## src/rtl/mem_arbiter.sv

```systemverilog
`default_nettype none
// ============================================================================
// Module   : mem_arbiter
// Purpose  : Shares a single downstream memory port between the instruction
//            fetch unit (IFU) and the load/store unit (LSU). Exactly one
//            transaction is outstanding at a time. LSU has priority under
//            contention, but IFU is forced through after MAX_LSU_STREAK
//            consecutive contended LSU grants. A watchdog returns ERR_DATA
//            and sets a sticky err flag if the memory never responds.
// Revision : 1.0 - initial release
// ----------------------------------------------------------------------------
// Ports
//   clk             in   clock, rising edge
//   rst             in   asynchronous reset, active low
//   ifu_req_valid   in   IFU fetch request
//   ifu_req_ready   out  IFU request accepted this cycle (combinational)
//   ifu_addr        in   fetch address
//   ifu_resp_valid  out  one-cycle response pulse to IFU
//   ifu_rdata       out  fetched word, held between pulses
//   lsu_req_valid   in   LSU request
//   lsu_req_ready   out  LSU request accepted this cycle (combinational)
//   lsu_addr        in   data address
//   lsu_wen         in   1 = store, 0 = load
//   lsu_wdata       in   store data
//   lsu_wstrb       in   byte strobes
//   lsu_resp_valid  out  one-cycle response pulse to LSU (loads and stores)
//   lsu_rdata       out  load data, held between pulses
//   mem_req_valid   out  downstream request
//   mem_req_ready   in   downstream accepts request
//   mem_addr        out  latched address
//   mem_wdata       out  latched store data
//   mem_wen         out  latched write flag
//   mem_wstrb       out  latched strobes (zero for IFU requests)
//   mem_resp_valid  in   downstream response pulse
//   mem_rdata       in   downstream read data
//   err             out  sticky watchdog timeout flag
// ============================================================================
module mem_arbiter #(
  parameter int          TIMEOUT        = 255,
  parameter int          MAX_LSU_STREAK = 4,
  parameter logic [31:0] ERR_DATA       = 32'hDEAD_BEEF
) (
  input  logic        clk,
  input  logic        rst,

  input  logic        ifu_req_valid,
  output logic        ifu_req_ready,
  input  logic [31:0] ifu_addr,
  output logic        ifu_resp_valid,
  output logic [31:0] ifu_rdata,

  input  logic        lsu_req_valid,
  output logic        lsu_req_ready,
  input  logic [31:0] lsu_addr,
  input  logic        lsu_wen,
  input  logic [31:0] lsu_wdata,
  input  logic [3:0]  lsu_wstrb,
  output logic        lsu_resp_valid,
  output logic [31:0] lsu_rdata,

  output logic        mem_req_valid,
  input  logic        mem_req_ready,
  output logic [31:0] mem_addr,
  output logic [31:0] mem_wdata,
  output logic        mem_wen,
  output logic [3:0]  mem_wstrb,
  input  logic        mem_resp_valid,
  input  logic [31:0] mem_rdata,

  output logic        err
);

  localparam int CNT_W    = $clog2(TIMEOUT + 1);
  localparam int STREAK_W = $clog2(MAX_LSU_STREAK + 1);

  typedef enum logic [1:0] {
    IDLE = 2'd0,
    REQ  = 2'd1,
    WAIT = 2'd2,
    RESP = 2'd3
  } state_t;

  state_t              state_q, state_d;
  logic [STREAK_W-1:0] streak_q, streak_d;
  logic [CNT_W-1:0]    cnt_q, cnt_d;
  logic                owner_lsu_q, owner_lsu_d;   // 1 = LSU owns the transaction
  logic                mem_req_valid_q, mem_req_valid_d;
  logic [31:0]         mem_addr_q, mem_addr_d;
  logic [31:0]         mem_wdata_q, mem_wdata_d;
  logic                mem_wen_q, mem_wen_d;
  logic [3:0]          mem_wstrb_q, mem_wstrb_d;
  logic                ifu_resp_valid_q, ifu_resp_valid_d;
  logic                lsu_resp_valid_q, lsu_resp_valid_d;
  logic [31:0]         ifu_rdata_q, ifu_rdata_d;
  logic [31:0]         lsu_rdata_q, lsu_rdata_d;
  logic                err_q, err_d;

  logic                grant_lsu;
  logic                grant_ifu;
  logic                resp_fire;
  logic [31:0]         resp_data;

  always_comb begin
    // Arbitration: LSU wins contention until its streak is exhausted.
    grant_lsu = lsu_req_valid &&
                (!ifu_req_valid || (streak_q < STREAK_W'(MAX_LSU_STREAK)));
    grant_ifu = ifu_req_valid && !grant_lsu;

    // A real response in the final watchdog cycle takes precedence over the
    // timeout, so mem_resp_valid is checked first.
    resp_fire = mem_resp_valid || (cnt_q == CNT_W'(TIMEOUT - 1));
    resp_data = mem_resp_valid ? mem_rdata : ERR_DATA;

    state_d          = state_q;
    streak_d         = streak_q;
    cnt_d            = cnt_q;
    owner_lsu_d      = owner_lsu_q;
    mem_req_valid_d  = mem_req_valid_q;
    mem_addr_d       = mem_addr_q;
    mem_wdata_d      = mem_wdata_q;
    mem_wen_d        = mem_wen_q;
    mem_wstrb_d      = mem_wstrb_q;
    ifu_resp_valid_d = 1'b0;
    lsu_resp_valid_d = 1'b0;
    ifu_rdata_d      = ifu_rdata_q;
    lsu_rdata_d      = lsu_rdata_q;
    err_d            = err_q;

    case (state_q)
      IDLE: begin
        if (grant_lsu) begin
          owner_lsu_d     = 1'b1;
          mem_req_valid_d = 1'b1;
          mem_addr_d      = lsu_addr;
          mem_wdata_d     = lsu_wdata;
          mem_wen_d       = lsu_wen;
          mem_wstrb_d     = lsu_wstrb;
          state_d         = REQ;
          // Only contended grants count towards IFU starvation.
          if (ifu_req_valid) begin
            streak_d = streak_q + STREAK_W'(1);
          end
        end else if (grant_ifu) begin
          owner_lsu_d     = 1'b0;
          mem_req_valid_d = 1'b1;
          mem_addr_d      = ifu_addr;
          mem_wdata_d     = 32'h0;
          mem_wen_d       = 1'b0;
          mem_wstrb_d     = 4'b0000;
          streak_d        = '0;
          state_d         = REQ;
        end
      end

      REQ: begin
        if (mem_req_ready) begin
          mem_req_valid_d = 1'b0;
          cnt_d           = '0;
          state_d         = WAIT;
        end
      end

      WAIT: begin
        if (resp_fire) begin
          if (owner_lsu_q) begin
            lsu_resp_valid_d = 1'b1;
            lsu_rdata_d      = resp_data;
          end else begin
            ifu_resp_valid_d = 1'b1;
            ifu_rdata_d      = resp_data;
          end
          if (!mem_resp_valid) begin
            err_d = 1'b1;
          end
          state_d = RESP;
        end else begin
          cnt_d = cnt_q + CNT_W'(1);
        end
      end

      RESP: begin
        state_d = IDLE;
      end

      default: begin
        state_d = IDLE;
      end
    endcase
  end

  always_ff @(posedge clk or negedge rst) begin
    if (!rst) begin
      state_q          <= IDLE;
      streak_q         <= '0;
      cnt_q            <= '0;
      owner_lsu_q      <= 1'b0;
      mem_req_valid_q  <= 1'b0;
      mem_addr_q       <= 32'h0;
      mem_wdata_q      <= 32'h0;
      mem_wen_q        <= 1'b0;
      mem_wstrb_q      <= 4'b0000;
      ifu_resp_valid_q <= 1'b0;
      lsu_resp_valid_q <= 1'b0;
      ifu_rdata_q      <= 32'h0;
      lsu_rdata_q      <= 32'h0;
      err_q            <= 1'b0;
    end else begin
      state_q          <= state_d;
      streak_q         <= streak_d;
      cnt_q            <= cnt_d;
      owner_lsu_q      <= owner_lsu_d;
      mem_req_valid_q  <= mem_req_valid_d;
      mem_addr_q       <= mem_addr_d;
      mem_wdata_q      <= mem_wdata_d;
      mem_wen_q        <= mem_wen_d;
      mem_wstrb_q      <= mem_wstrb_d;
      ifu_resp_valid_q <= ifu_resp_valid_d;
      lsu_resp_valid_q <= lsu_resp_valid_d;
      ifu_rdata_q      <= ifu_rdata_d;
      lsu_rdata_q      <= lsu_rdata_d;
      err_q            <= err_d;
    end
  end

  // Readies are combinational but forced low while reset is asserted so that
  // every output reads zero during reset.
  assign ifu_req_ready  = rst && (state_q == IDLE) && grant_ifu;
  assign lsu_req_ready  = rst && (state_q == IDLE) && grant_lsu;

  assign ifu_resp_valid = ifu_resp_valid_q;
  assign ifu_rdata      = ifu_rdata_q;
  assign lsu_resp_valid = lsu_resp_valid_q;
  assign lsu_rdata      = lsu_rdata_q;
  assign mem_req_valid  = mem_req_valid_q;
  assign mem_addr       = mem_addr_q;
  assign mem_wdata      = mem_wdata_q;
  assign mem_wen        = mem_wen_q;
  assign mem_wstrb      = mem_wstrb_q;
  assign err            = err_q;

endmodule
`default_nettype wire

```

## config.mk

```make
export PLATFORM = sky130hd
export DESIGN_NAME = mem_arbiter
export DESIGN_NICKNAME = d
export VERILOG_FILES = /design/src/rtl/mem_arbiter.sv
export SDC_FILE = /design/constraint.sdc
export NUM_CORES = 1
export LEC_CHECK = 0
export ABC_AREA = 0
export CORE_UTILIZATION = 45
export DETAILED_ROUTE_END_ITERATION = 6
export HOLD_SLACK_MARGIN = 0.06
export PLACE_DENSITY = 0.81
export SETUP_SLACK_MARGIN = 0.05
export SYNTH_ARGS = -nofsm -noshare
export SYNTH_HDL_FRONTEND = slang
export SYNTH_SLANG_ARGS = --single-unit
```

## constraint.sdc

```tcl
create_clock -name clk -period 2.6 [get_ports clk]
set_input_delay 0.26 -clock clk [delete_from_list [all_inputs] [get_ports clk]]
set_output_delay 0.26 -clock clk [all_outputs]
set_load 0.1 [all_outputs]
```

* Word level (Yosys, flattened, before mapping)
Index checks and enable logic that the tools add are counted.
** Storage, ports and cells
- Latch bits :: 0
- Memories kept :: 0
- Register bits :: 151
- Memory bits (read-only) :: 0
- Logic and storage cells :: 80
- RAM bits :: 0
** Operators by class
- Add/subtract/negate cells :: 2
- Eq/ne operators :: 9
- Div/mod/pow operators :: 0
- Bitwise operators :: 2
- $mul :: 0
- Muxes and demuxes :: 31
- Shift-type cells :: 0
- Reduce and logical (&&, ||, !) cells :: 21
- Magnitude comparators :: 1
** Operators by type and width (count)
- 32-bit two-way mux :: 5
- 3-bit AND reduction :: 7
- 8-bit two-way mux :: 2
- 8-bit case mux with 2 select lines :: 1
- 1-bit two-way mux :: 12
- 3-bit two-way mux :: 3
- 8-bit by 1-bit adder with 8-bit output, second input constant :: 1
- 8-bit equality test, second input constant :: 1
- 2-bit two-way mux :: 4
- 4-bit two-way mux :: 2
- 2-bit != test, second input constant :: 4
- 2-bit case mux with 4 select lines :: 1
- 2-bit nonzero test :: 3
- 1-bit logical AND :: 5
- 2-bit equality test, second input constant :: 2
- 3-bit by 1-bit adder with 3-bit output, second input constant :: 1
- 3-bit < comparator, second input constant :: 1
- 3-bit != test, second input constant :: 1
- 2-bit by 1-bit equality test with 1-bit output, second input constant :: 1
- 1-bit logical NOT :: 2
- 2-bit logical NOT :: 1
- 1-bit logical OR :: 2
- 1-bit NOT :: 2
- 1-bit case mux with 2 select lines :: 1
- 2-bit AND reduction :: 1

* Depth between registers and ports, before layout
- Depth in word-level cells :: 8
- Mapped depth :: 9
- Depth with buffers taken out :: 7

* Worst setup path after synthesis
OpenSTA, ideal clock, no wires.
- Path type :: register -> output
- Start point :: register streak_q[2]
- End point :: output port lsu_req_ready
- Stages on the path, launching flop included :: 5
- Path buffers :: 2
- Arrival time :: 1757 ps
- Slack :: 583 ps
- Path through :: dfrtp_1 -> a21boi_1 -> buf_2 -> buf_2 -> and3_1
** Between the ends
- Word-level cells in the longest chain between the ends :: 4
** Ends and longest elaborated chain
- start: declaration :: RTL line 84 : logic [STREAK_W-1:0] streak_q, streak_d;
- start signal: assignment :: RTL line 209 : streak_q <= streak_d;
- 3-bit < comparator :: RTL line 106 : (!ifu_req_valid || (streak_q < STREAK_W'(MAX_LSU_STREAK)));
- 1-bit logical OR :: RTL line 106
- 1-bit logical AND :: RTL line 105 : grant_lsu = lsu_req_valid &&
- 1-bit logical AND :: RTL line 228 : assign lsu_req_ready = rst && (state_q == IDLE) && grant_lsu;
- end: declaration :: RTL line 53 : output logic lsu_req_ready,
No other way between the ends.

* Worst setup path in the final report
- Start point :: register state_q[0]
- End point :: register ifu_rdata_q[25], in the netlist ifu_rdata[25]
** Between the ends
- Word-level cells in the longest chain between the ends :: 2
** Ends and longest elaborated chain
- start: declaration :: RTL line 83 : state_t state_q, state_d;
- start signal: assignment :: RTL line 208 : state_q <= state_d;
- 2-bit equality test :: RTL line 129 : case (state_q)
- 3-bit AND reduction (no source line)
- end signal: assignment :: RTL line 219 : ifu_rdata_q <= ifu_rdata_d;
- end: declaration :: RTL line 94 : logic [31:0] ifu_rdata_q, ifu_rdata_d;
No other way between the ends.
A chain may end at the register's enable or synchronous reset.

==> run_results.csv <==
group,metric,value,unit
clock_network,clkLatencyLatePin,0.41,ns
die,fp.dieW,119.5,µm
die,dieArea,14290,µm²
critical_path,crit_fanout,25,
critical_path,critPathKind,"reg -> reg",
place,place_congestion,0.8249,
route,wl,17.27,mm
sta,fin_tns_setup,0,ns
synthesis,synth_edf_count,0,
critical_path,path_common_cell,"inv_1",
synthesis,synthMuxAreaShare,5.655,%
synthesis,synth_area,6217,µm²
route,drtPass1Iterations,5,
route,drtAntennaViolNets,0,
sta,hold_slack,0.2909,ns
run_status,status,"finished, final reports clean",
die,core,13350,µm²
synthesis,synthSimpleGateAreaFrac,10.32,%
finish,fin_cells,1005,
synthesis,synth-compound-area-share,18.09,%
critical_path,cpMaxStageDelayCell,"ha_1",
die,rows,42,
worst_hold_path,hp-class,"in -> async",
die,die_h,119.5,µm
synthesis,async_flop_share,100.0,%
finish,layout_commonest_cell,"dfrtp_1",
synthesis,synth_area_per_cell,11.35,µm²
global_route,grt_remaining_overflow,0,
global_route,antenna_found_initial,0,
synthesis,syn_nets,694,
clock_network,numCtsBuffers,17,
synthesis,ys_seq_area_share,60.78,%
finish,nets,963,
critical_path,endpoint_kind,"register",
route,route.detailed.drc,0,
clock_network,cts_sinks,151,
clock_network,cts_root_buffer,"clkbuf_16",
synthesis,synthXorXnorAreaFrac,0,%
clock_network,cts_tree,"done",
synthesis,synth-seq-cells,151,
finish,final_cell_mix,"dfrtp_1, buf_4, clkdlybuf4s50_1",
sta,max_freq,441.3,MHz
global_route,grtUsageTotal,24.84,%
synthesis,synth_warnings,0,
finish,antenna_cells,0,
critical_path,crit_chain,"inv_1 > ha_1 > inv_1 > nor2_1 > o21ai_2 > inv_2 > o22a_1",
global_route,grt_pass1_wl,27.05,mm
critical_path,critPathLaunchType,"register",
die,ioPinCount,278,
sta,finalSetupViolations,0,
sta,fin_skew,0.006426,ns
synthesis,synth_adder_area_share,1.409,%
critical_path,cp.arrival,2.61,ns
place,placed_cells,973,
die,initial_core_util,46.58,%
finish,stdcell_area,9368,µm²
sta,hold_violations,0,
critical_path,cp_top_family,"buffers and inverters",
critical_path,cp_num_buf_inv,3,
route,dr.first_iter.drc_count,311,
place,hpwlAfterDp,12.58,mm
sta,grt_setup_unrepaired,"false",
route,wl_per_cell,17.18,µm
clock_network,clockBufferDepth,2,
place,io_buffer_count,277,
synthesis,yosysUniqueCellTypes,43,
global_route,grt_max_degree,135,
critical_path,required,2.95,ns
global_route,grt_pass1_vias,5276,
clock_network,cts_htree_levels,4,
clock_network,clk_pin_slew,0.06,ns
finish,synthToLayoutAreaGrowth,50.67,%
synthesis,synth_top_family_by_area,"compound AO/OA/AOI/OAI gates",
sta,period_share,87.15,%
sta,tightest_slew,0.6923,ns
flow_run,timing.max_cap.violations,0,
sta,post-route-min-period,2.266,ns
sta,slew_headroom,53.85,%
critical_path,critPathMaxStageDelay,0.45,ns
synthesis,yosys_most_used_dff,"dfrtp_1",
route,avgViaCountPerCell,5.245,
place,placed_cell_area,8811,µm²
finish,drive_above_1_share,23.28,%
sta,final_max_slew_viol_count,0,
route,via_count,5271,
synthesis,synth_cells,548,
==> area by class of cell <==
type | count | area [µm²]
fillers | 976 | 3980
clock inverters | 11 | 100.1
clock buffers | 20 | 446.7
repair buffers | 286 | 2559
well taps | 176 | 220.2
flip-flops and latches | 151 | 3779
inverters | 7 | 33.78
multi-input cells | 354 | 2230
==> worst paths after layout <==
kind / start / endpoint / slack [ns] / cells past startpoint
worst max-delay path: state_q[0]$_DFFE_PN0P_ / ifu_rdata[25]$_DFFE_PN0P_ / 0.33 / 7
worst min-delay path: rst / mem_wdata[2]$_DFFE_PN0P_ / 0.29 / 2
worst max register to register: state_q[0]$_DFFE_PN0P_ / ifu_rdata[25]$_DFFE_PN0P_ / 0.33 / 7
worst min register to register: err$_DFFE_PN0P_ / err$_DFFE_PN0P_ / 0.47 / 1
max in group asynchronous: rst / mem_addr[1]$_DFFE_PN0P_ / 1.39 / 3
min in group clk: lsu_wdata[1] / mem_wdata[1]$_DFFE_PN0P_ / 0.38 / 3
==> metal layers <==
layer	global-route usage [%]	vias to the layer above	wire, µm
li1	-	2476	-
met1	28.73	2523	6587
met2	42.16	237	8756
met3	7.652	35	1378
met4	11.41	0	541
met5	0	-	0
==> cells in the mapped netlist, drive strengths merged, types with 5 or more instances <==
| library cell | number | share of area, % |
|---|---|---|
| o22a | 48 | 6.8 |
| nand3 | 5 | 0.40 |
| clkbuf | 18 | 1.1 |
| buf | 18 | 2.1 |
| nand2 | 117 | 7.1 |
| dfrtp | 151 | 61 |
| ha | 7 | 1.4 |
| a22o | 16 | 2.3 |
| nor2 | 7 | 0.42 |
| nand2b | 5 | 0.50 |
| o21ai | 76 | 6.2 |
| inv | 7 | 0.54 |
| a21oi | 5 | 0.46 |
| mux2i | 34 | 5.5 |
| a31oi | 5 | 0.50 |
==> sequential cells by signal, summed over array words and instances (netlist names) <==
signal / cells
ifu_rdata: 32
mem_req_valid: 1
mem_wdata: 32
mem_addr: 32
ifu_resp_valid: 1
cnt_q: 8
mem_wen: 1
lsu_rdata: 32
state_q: 2
streak_q: 3
lsu_resp_valid: 1
err: 1
mem_wstrb: 4
owner_lsu_q: 1
==> cells by family (layout without fill, tap and decap cells) <==
family | after synthesis | after routing
AND/OR/NAND/NOR | 150 | 150
AO/OA/AOI/OAI | 162 | 162
multiplexers | 35 | 35
adder cells (fa/ha/maj) | 7 | 7
flip-flops | 151 | 151
buffers and inverters | 43 | 324
==> through the flow <==
stage                     worst slack, ns  utilization (%)
after floorplan                    0.5827                -
final                              0.3340            70.18
after global routing               0.1085            70.18
after global placement             0.5120            66.01
after CTS                          0.3365            70.18
after detailed placement           0.3631            66.01
==> repair_timing <==
action | in CTS | in global routing
setup buffers | 0 | 0
endpoints found under the hold margin | 17 | 0
gates resized for setup | 0 | 0
endpoints found under the setup margin | 0 | 0
hold buffers | 1 | 0
Power is left out: the tool's default activity adds up to more than one toggle a clock period on the data nets, which glitch-free logic cannot reach.
